$ cat src/rtl/fwd_hazard_unit_pkg.sv
// hazard_pkg: shared types and defaults for the forwarding/hazard unit.
//  fwd_sel_e    per-operand ALU bypass select (2'b11 is never produced)
//  DEF_*        default sizing used by the interface and the top module
package hazard_pkg;

  typedef enum logic [1:0] {
    FWD_RF    = 2'b00,
    FWD_EXMEM = 2'b01,
    FWD_MEMWB = 2'b10
  } fwd_sel_e;

  localparam int DEF_NUM_REGS = 16;
  localparam int DEF_MAX_LAT  = 4;
  localparam int DEF_NUM_SRC  = 2;

endpackage

$ cat src/rtl/fwd_hazard_unit_if.sv
// fwd_hazard_unit_if: pipeline-side bundle for the forwarding/hazard unit.
//  issue_*      instruction being issued into EX (valid, write enable, dest, latency)
//  ex_src*      EX source registers and per-operand read valids
//  exmem_*      EX/MEM writeback enable/destination
//  memwb_*      MEM/WB writeback enable/destination
//  oForward     per-operand bypass select, operand i at [i*2 +: 2]
//  stall        hold IF/ID and bubble EX
//  issue_ack    instruction accepted this cycle
// Modports: master = pipeline side, slave = hazard unit side.
interface fwd_hazard_unit_if
  import hazard_pkg::*;
#(
  parameter int  NUM_REGS = DEF_NUM_REGS,
  parameter int  NUM_SRC  = DEF_NUM_SRC,
  parameter int  MAX_LAT  = DEF_MAX_LAT,
  localparam int REG_W    = $clog2(NUM_REGS),
  localparam int LAT_W    = $clog2(MAX_LAT + 1)
) ();

  logic                     issue_valid;
  logic                     issue_wen;
  logic [REG_W-1:0]         issue_dest;
  logic [LAT_W-1:0]         issue_lat;
  logic [NUM_SRC*REG_W-1:0] ex_src;
  logic [NUM_SRC-1:0]       ex_src_vld;
  logic                     exmem_wen;
  logic [REG_W-1:0]         exmem_dest;
  logic                     memwb_wen;
  logic [REG_W-1:0]         memwb_dest;
  logic [NUM_SRC*2-1:0]     oForward;
  logic                     stall;
  logic                     issue_ack;

  modport master (
    output issue_valid, issue_wen, issue_dest, issue_lat,
    output ex_src, ex_src_vld, exmem_wen, exmem_dest, memwb_wen, memwb_dest,
    input  oForward, stall, issue_ack
  );

  modport slave (
    input  issue_valid, issue_wen, issue_dest, issue_lat,
    input  ex_src, ex_src_vld, exmem_wen, exmem_dest, memwb_wen, memwb_dest,
    output oForward, stall, issue_ack
  );

endinterface

$ cat src/rtl/fwd_hazard_unit_sb_counter.sv
// sb_counter: one scoreboard entry; counts remaining cycles until the
// register's in-flight result becomes forwardable.
//  clk, rst_n   clock, async active-low reset
//  clear        synchronous clear (pipeline flush), beats load
//  load         start a new countdown from load_val (youngest writer wins)
//  load_val     initial count (already latency-1)
//  busy         count is nonzero: readers of this register must stall
module sb_counter #(
  parameter int LAT_W = 3
) (
  input  logic             clk,
  input  logic             rst_n,
  input  logic             clear,
  input  logic             load,
  input  logic [LAT_W-1:0] load_val,
  output logic             busy
);

  logic [LAT_W-1:0] cnt_q, cnt_d;

  // Clear beats load beats decrement; the decrement saturates at zero.
  always_comb begin
    cnt_d = cnt_q;
    if (clear) begin
      cnt_d = '0;
    end else if (load) begin
      cnt_d = load_val;
    end else if (cnt_q != '0) begin
      cnt_d = cnt_q - LAT_W'(1);
    end
  end

  always_ff @(posedge clk or negedge rst_n) begin
    if (!rst_n) begin
      cnt_q <= '0;
    end else begin
      cnt_q <= cnt_d;
    end
  end

  assign busy = (cnt_q != '0);

endmodule

$ cat src/rtl/fwd_hazard_unit.sv
// fwd_hazard_unit: per-operand forwarding select plus a per-register
// scoreboard of multi-cycle writes that stalls dependent issue.
//  clk, rst_n    pipeline clock, async active-low reset
//  flush         clears the whole scoreboard at the next edge
//  bus           fwd_hazard_unit_if.slave (issue, EX sources, EX/MEM, MEM/WB,
//                oForward, stall, issue_ack)
//  stall_cycles, fwd_events  only when HAZARD_STATS_EN is defined:
//                saturating counts of stall cycles and forwarding cycles
module fwd_hazard_unit
  import hazard_pkg::*;
#(
  parameter int  NUM_REGS = DEF_NUM_REGS,
  parameter int  NUM_SRC  = DEF_NUM_SRC,
  parameter int  MAX_LAT  = DEF_MAX_LAT,
  localparam int REG_W    = $clog2(NUM_REGS),
  localparam int LAT_W    = $clog2(MAX_LAT + 1)
) (
  input  logic             clk,
  input  logic             rst_n,
  input  logic             flush,
  fwd_hazard_unit_if.slave bus
`ifdef HAZARD_STATS_EN
  ,
  output logic [31:0]      stall_cycles,
  output logic [31:0]      fwd_events
`endif
);

  logic [NUM_REGS-1:0]  busy;
  logic [LAT_W-1:0]     load_val;
  logic                 do_load;
  logic                 src_hazard;
  logic [NUM_SRC*2-1:0] fwd;

  // Latency 0 behaves as 1 and anything above MAX_LAT is clamped; the
  // counter holds latency-1 because the issue edge itself is one cycle.
  always_comb begin
    load_val = '0;
    if (bus.issue_lat == '0) begin
      load_val = '0;
    end else if (bus.issue_lat > LAT_W'(MAX_LAT)) begin
      load_val = LAT_W'(MAX_LAT - 1);
    end else begin
      load_val = bus.issue_lat - LAT_W'(1);
    end
  end

  assign do_load = bus.issue_ack & bus.issue_wen & (bus.issue_dest != '0);

  // r0 never has a pending write.
  assign busy[0] = 1'b0;

  for (genvar r = 1; r < NUM_REGS; r++) begin : g_sb
    sb_counter #(.LAT_W(LAT_W)) u_cnt (
      .clk      (clk),
      .rst_n    (rst_n),
      .clear    (flush),
      .load     (do_load && (bus.issue_dest == REG_W'(r))),
      .load_val (load_val),
      .busy     (busy[r])
    );
  end

  // EX/MEM is the younger producer, so it is checked first.
  always_comb begin
    fwd = '0;
    for (int i = 0; i < NUM_SRC; i++) begin
      if (bus.ex_src_vld[i] && (bus.ex_src[i*REG_W +: REG_W] != '0)) begin
        if (bus.exmem_wen && (bus.exmem_dest == bus.ex_src[i*REG_W +: REG_W])) begin
          fwd[i*2 +: 2] = FWD_EXMEM;
        end else if (bus.memwb_wen && (bus.memwb_dest == bus.ex_src[i*REG_W +: REG_W])) begin
          fwd[i*2 +: 2] = FWD_MEMWB;
        end
      end
    end
  end

  // Stall uses the pre-edge counts, so it drops the cycle a count hits zero.
  always_comb begin
    src_hazard = 1'b0;
    for (int i = 0; i < NUM_SRC; i++) begin
      if (bus.ex_src_vld[i] && busy[bus.ex_src[i*REG_W +: REG_W]]) begin
        src_hazard = 1'b1;
      end
    end
  end

  assign bus.oForward  = fwd;
  assign bus.stall     = bus.issue_valid & src_hazard;
  assign bus.issue_ack = bus.issue_valid & ~src_hazard;

`ifdef HAZARD_STATS_EN
  logic [31:0] stall_cycles_q, stall_cycles_d;
  logic [31:0] fwd_events_q, fwd_events_d;

  // Saturating event counters; flush deliberately leaves them alone.
  always_comb begin
    stall_cycles_d = stall_cycles_q;
    fwd_events_d   = fwd_events_q;
    if (bus.stall && (stall_cycles_q != '1)) begin
      stall_cycles_d = stall_cycles_q + 32'd1;
    end
    if ((fwd != '0) && !bus.stall && (fwd_events_q != '1)) begin
      fwd_events_d = fwd_events_q + 32'd1;
    end
  end

  always_ff @(posedge clk or negedge rst_n) begin
    if (!rst_n) begin
      stall_cycles_q <= '0;
      fwd_events_q   <= '0;
    end else begin
      stall_cycles_q <= stall_cycles_d;
      fwd_events_q   <= fwd_events_d;
    end
  end

  assign stall_cycles = stall_cycles_q;
  assign fwd_events   = fwd_events_q;
`endif

endmodule
$ cat src/flat_wrapper.sv
// flat-port wrapper written by rule: the top's interface ports become plain ports
module fwd_hazard_unit_flat import hazard_pkg::*;
#(
  parameter int  NUM_REGS = DEF_NUM_REGS,
  parameter int  NUM_SRC  = DEF_NUM_SRC,
  parameter int  MAX_LAT  = DEF_MAX_LAT,
  localparam int REG_W    = $clog2(NUM_REGS),
  localparam int LAT_W    = $clog2(MAX_LAT + 1)
)
  (clk, rst_n, flush, bus_issue_valid, bus_issue_wen, bus_issue_dest, bus_issue_lat, bus_ex_src, bus_ex_src_vld, bus_exmem_wen, bus_exmem_dest, bus_memwb_wen, bus_memwb_dest, bus_oForward, bus_stall, bus_issue_ack);
  fwd_hazard_unit_if #(.NUM_REGS(NUM_REGS), .NUM_SRC(NUM_SRC), .MAX_LAT(MAX_LAT)) bus_i ();
  input  logic clk;
  input  logic rst_n;
  input  logic flush;
  input wire logic [$bits(bus_i.issue_valid)-1:0] bus_issue_valid;
  input wire logic [$bits(bus_i.issue_wen)-1:0] bus_issue_wen;
  input wire logic [$bits(bus_i.issue_dest)-1:0] bus_issue_dest;
  input wire logic [$bits(bus_i.issue_lat)-1:0] bus_issue_lat;
  input wire logic [$bits(bus_i.ex_src)-1:0] bus_ex_src;
  input wire logic [$bits(bus_i.ex_src_vld)-1:0] bus_ex_src_vld;
  input wire logic [$bits(bus_i.exmem_wen)-1:0] bus_exmem_wen;
  input wire logic [$bits(bus_i.exmem_dest)-1:0] bus_exmem_dest;
  input wire logic [$bits(bus_i.memwb_wen)-1:0] bus_memwb_wen;
  input wire logic [$bits(bus_i.memwb_dest)-1:0] bus_memwb_dest;
  output wire logic [$bits(bus_i.oForward)-1:0] bus_oForward;
  output wire logic [$bits(bus_i.stall)-1:0] bus_stall;
  output wire logic [$bits(bus_i.issue_ack)-1:0] bus_issue_ack;
  assign bus_i.issue_valid = bus_issue_valid;
  assign bus_i.issue_wen = bus_issue_wen;
  assign bus_i.issue_dest = bus_issue_dest;
  assign bus_i.issue_lat = bus_issue_lat;
  assign bus_i.ex_src = bus_ex_src;
  assign bus_i.ex_src_vld = bus_ex_src_vld;
  assign bus_i.exmem_wen = bus_exmem_wen;
  assign bus_i.exmem_dest = bus_exmem_dest;
  assign bus_i.memwb_wen = bus_memwb_wen;
  assign bus_i.memwb_dest = bus_memwb_dest;
  assign bus_oForward = bus_i.oForward;
  assign bus_stall = bus_i.stall;
  assign bus_issue_ack = bus_i.issue_ack;
  fwd_hazard_unit #(.NUM_REGS(NUM_REGS), .NUM_SRC(NUM_SRC), .MAX_LAT(MAX_LAT)) u_core (.clk(clk), .rst_n(rst_n), .flush(flush), .bus(bus_i));
endmodule
$ cat config.mk
export PLATFORM = sky130hd
export DESIGN_NAME = fwd_hazard_unit_flat
export DESIGN_NICKNAME = d
export VERILOG_FILES = /design/src/rtl/fwd_hazard_unit_pkg.sv /design/src/rtl/fwd_hazard_unit_if.sv /design/src/rtl/fwd_hazard_unit_sb_counter.sv /design/src/rtl/fwd_hazard_unit.sv /design/src/flat_wrapper.sv
export SDC_FILE = /design/constraint.sdc
export NUM_CORES = 1
export LEC_CHECK = 0
export BUFFER_PORTS_ARGS = -buffer_cell sky130_fd_sc_hd__buf_2
export CORE_UTILIZATION = 50
export CTS_BUF_LIST = sky130_fd_sc_hd__clkbuf_4
export CTS_CLUSTER_SIZE = 12
export DETAILED_ROUTE_END_ITERATION = 10
export PLACE_DENSITY = 0.69
export SLEW_MARGIN = 10
export SYNTH_ARGS = -nofsm -noshare
export SYNTH_HDL_FRONTEND = slang
export SYNTH_SLANG_ARGS = --single-unit
$ cat constraint.sdc
create_clock -name clk -period 3.85 [get_ports clk]
set_clock_uncertainty 0.2 [all_clocks]
set_input_delay 0.1925 -clock clk [delete_from_list [all_inputs] [get_ports clk]]
set_output_delay 0.1925 -clock clk [all_outputs]
set_load 0.02 [all_outputs]
==> metrics <==
max cap viols=0; Sw Share=41.7%; maximum vdd drop=0.317 mV; M1 GR Usage=29.8%; Clock Pin Slew Worst Setup and Hold Paths=140 ps; NumNets Final=504; RSZ-0062 raised after global routing=false; flops & latches, synth=45; Iter 0 DRT Violations=134; Syn. warnings=0; clock share of power=8.8%; antenna cell count=0; Final Max Tran Viols=0; status=finished, final reports clean; CTS Buffer Depth=2; Die ar.=8100 um^2; post-place instance area=4130 um^2; cell area after synthesis=3870 um^2; vias in the first global route=2997; commonest cells after routing, fill and taps aside=nor2_1, dfrtp_1, buf_2; Finished Cell Area=4200 um^2; first-pass GRT wire length=14200 um; Leak=2.05 nW; max_slew headroom=28.9%; Die Wd=90.0 um; GRT Util Overall=21.4%; Yosys cell types=45; DR vias=2890; CTS tree=yes; wire length per cell=14.6 um; Internal Power=1.54 mW; fillers=659; CP required=3460 ps; number of flip-flops in the largest register=45; Worst Hold Class=input pin to register; met2 usage=35.9%; R2R Setup Slk=640 ps; Synth area leader=dfrtp_1; Area Overhead vs Synth=8.43%; Rows=31; Worst R2R Path Depth=8; Net Sw Power=1.10 mW; RR Endpoint=u_core.g_sb[8].u_cnt.cnt_q[0]$_DFFE_PN0P_; First-pass DRT Iterations=4; Reg-to-Reg Start=u_core.g_sb[11].u_cnt.cnt_q[0]$_DFFE_PN0P_; final worst-path cycle share=92.3%; Startpoint Class=register; syn nets=472; min cycle time layout=3550 ps; DRC=0; met3 usage=2.96%; Largest Register=u_core.g_sb.u_cnt.cnt_q; largest net degree at the start of global routing=49; antenna-violating nets left=0; share of the synthesized area in the top cell type=29.1%; Max H-tree Level=2; critical path peak fanout=13; Die H=90.0 um; share of cells above drive strength 1=19.3%; CP Class=register to primary output; main flop type after synthesis=dfrtp_1; initial antenna violation count=0; Post-Synthesis Cells=408; Post-Syn Area per Cell=9.49 um^2; Fmax=281 MHz; core area=7370 um^2; routed vias/inst=5.35; port bufs=37; Synth area leaders=dfrtp_1, ha_1, mux2i_1; Critical Path AT=3160 ps; sequential fraction of design power=30.0%; Initial Util=52.5%; most common library cell in the layout ignoring fill and taps=nor2_1; pwr/cell area=628 nW/um^2; routability cong.=0.790; Sink Count=45; grt peak-use layer=met2; Seq/Total Area, Yosys=29.1%; CTS Buf Count=5; largest registers=u_core.g_sb.u_cnt.cnt_q x45; Post-CTS Repair Setup Buffers=0; Final HPWL DP=5790 um; WL final=7900 um; root buf cell=clkbuf_4; EDFF count, synth=0; Hold EP=u_core.g_sb[10].u_cnt.cnt_q[1]$_DFFE_PN0P_; FFs w/ async S/R, synth=100%; final-report setup violation count=0; worst skew pair latency=360 ps; Post-Route Setup TNS=0 ps; combinational power share=61.2%; Final Hold Fails=0; top-level I/O count=38; worst hold path depth=4; worst slew pin tran=1070 ps; gr ovfl total=0; min-delay src=bus_issue_dest[2]; Worst setup EP type=primary output
cell type report:
cell class	instances	area, um^2	share of cell area, %
Sequential cell	45	1130	26.8
Multi-Input combinational cell	309	2530	60.2
Inverter	36	135	3.22
Clock buffer	6	45.0	1.07
Tap cell	99	124	2.95
Timing Repair Buffer	43	233	5.54
Clock inverter	2	10.0	0.238
worst max-delay path: stages, from the launching register on:
cell,delay (ps)
dfrtp_1,430
inv_1,90
ha_1,170
nand2b_1,170
mux4_2,490
mux2_4,290
a32oi_4,560
buf_4,280
and3_1,160
buf_2,160
cells by family after synthesis:
family / count (synthesis) / share of synthesized area [%]
AOI/OAI and AO/OA: 31 / 7.01
muxes: 67 / 19.6
and+or+nand+nor: 146 / 20.8
buffers and inverters: 54 / 5.69
adders and majority gates: 34 / 10.9
xor gates and xnor gates: 31 / 7.01
DFF: 45 / 29.1
per-layer routing:
layer  part of all wire [%]  vias up
li1                       -     1459
met1                     48     1354
met2                     46       73
met3                    4.6        4
met4                   0.57        0
met5                      0        -
worst max-delay path by stage:
stage | from | end | slack, ps | cells past startpoint
floorplan | u_core.g_sb[15].u_cnt.cnt_q[0]$_DFFE_PN0P_ | u_core.g_sb[14].u_cnt.cnt_q[2]$_DFFE_PN0P_ | 1100 | 9
global placement | u_core.g_sb[12].u_cnt.cnt_q[0]$_DFFE_PN0P_ | u_core.g_sb[8].u_cnt.cnt_q[2]$_DFFE_PN0P_ | 730 | 8
detailed placement | u_core.g_sb[12].u_cnt.cnt_q[0]$_DFFE_PN0P_ | u_core.g_sb[8].u_cnt.cnt_q[0]$_DFFE_PN0P_ | 690 | 8
global route | u_core.g_sb[11].u_cnt.cnt_q[0]$_DFFE_PN0P_ | bus_issue_ack | 140 | 9
CTS | u_core.g_sb[11].u_cnt.cnt_q[0]$_DFFE_PN0P_ | bus_issue_ack | 290 | 9
finish | u_core.g_sb[11].u_cnt.cnt_q[0]$_DFFE_PN0P_ | bus_issue_ack | 300 | 9
Yosys cell counts (2+ instances only):
master	instances
xor2_1	6
clkbuf_1	14
maj3_1	2
a31oi_1	2
nand3_1	11
nor4_1	4
nand2b_1	18
nor2_1	73
xnor2_1	25
nand2_1	5
nor3_1	10
inv_1	36
o211ai_1	2
mux4_2	3
mux2_1	14
a211o_1	15
nand3_4	7
dfrtp_1	45
or3b_2	2
mux2_2	14
o41ai_1	2
mux2_4	3
ha_1	32
a21oi_1	4
buf_2	2
mux2i_1	33
nand3b_1	6
metrics by stage:
stage / power (mW) / cells / hold WS (ps) / utilization (%) / setup WS, ps
4_1_cts: 2.66 / 540 / 41.3 / 57.0 / 285
6_report: 2.64 / 540 / 43.9 / 57.0 / 296
5_1_grt: 2.91 / 540 / 56.0 / 57.0 / 143
3_5_place_dp: 2.41 / 531 / 243 / 56.1 / 685
2_1_floorplan: 2.12 / 408 / -303 / - / 1100
3_3_place_gp: 2.35 / 531 / 240 / 56.1 / 727
power groups by stage:
stage / registers [mW] / logic [mW] / clock network, mW
global route: 0.822 / 1.83 / 0.259
floorplan: 0.775 / 1.34 / 0
global placement: 0.794 / 1.56 / 0
finish: 0.792 / 1.61 / 0.232
detailed placement: 0.802 / 1.61 / 0
CTS: 0.791 / 1.62 / 0.243
timing repair:
action                                 in CTS  in global routing
endpoints found under the hold margin      45                  0
hold buffers                                1                  0
resized for setup                           0                  0
Power figures use the tool's default switching activity.
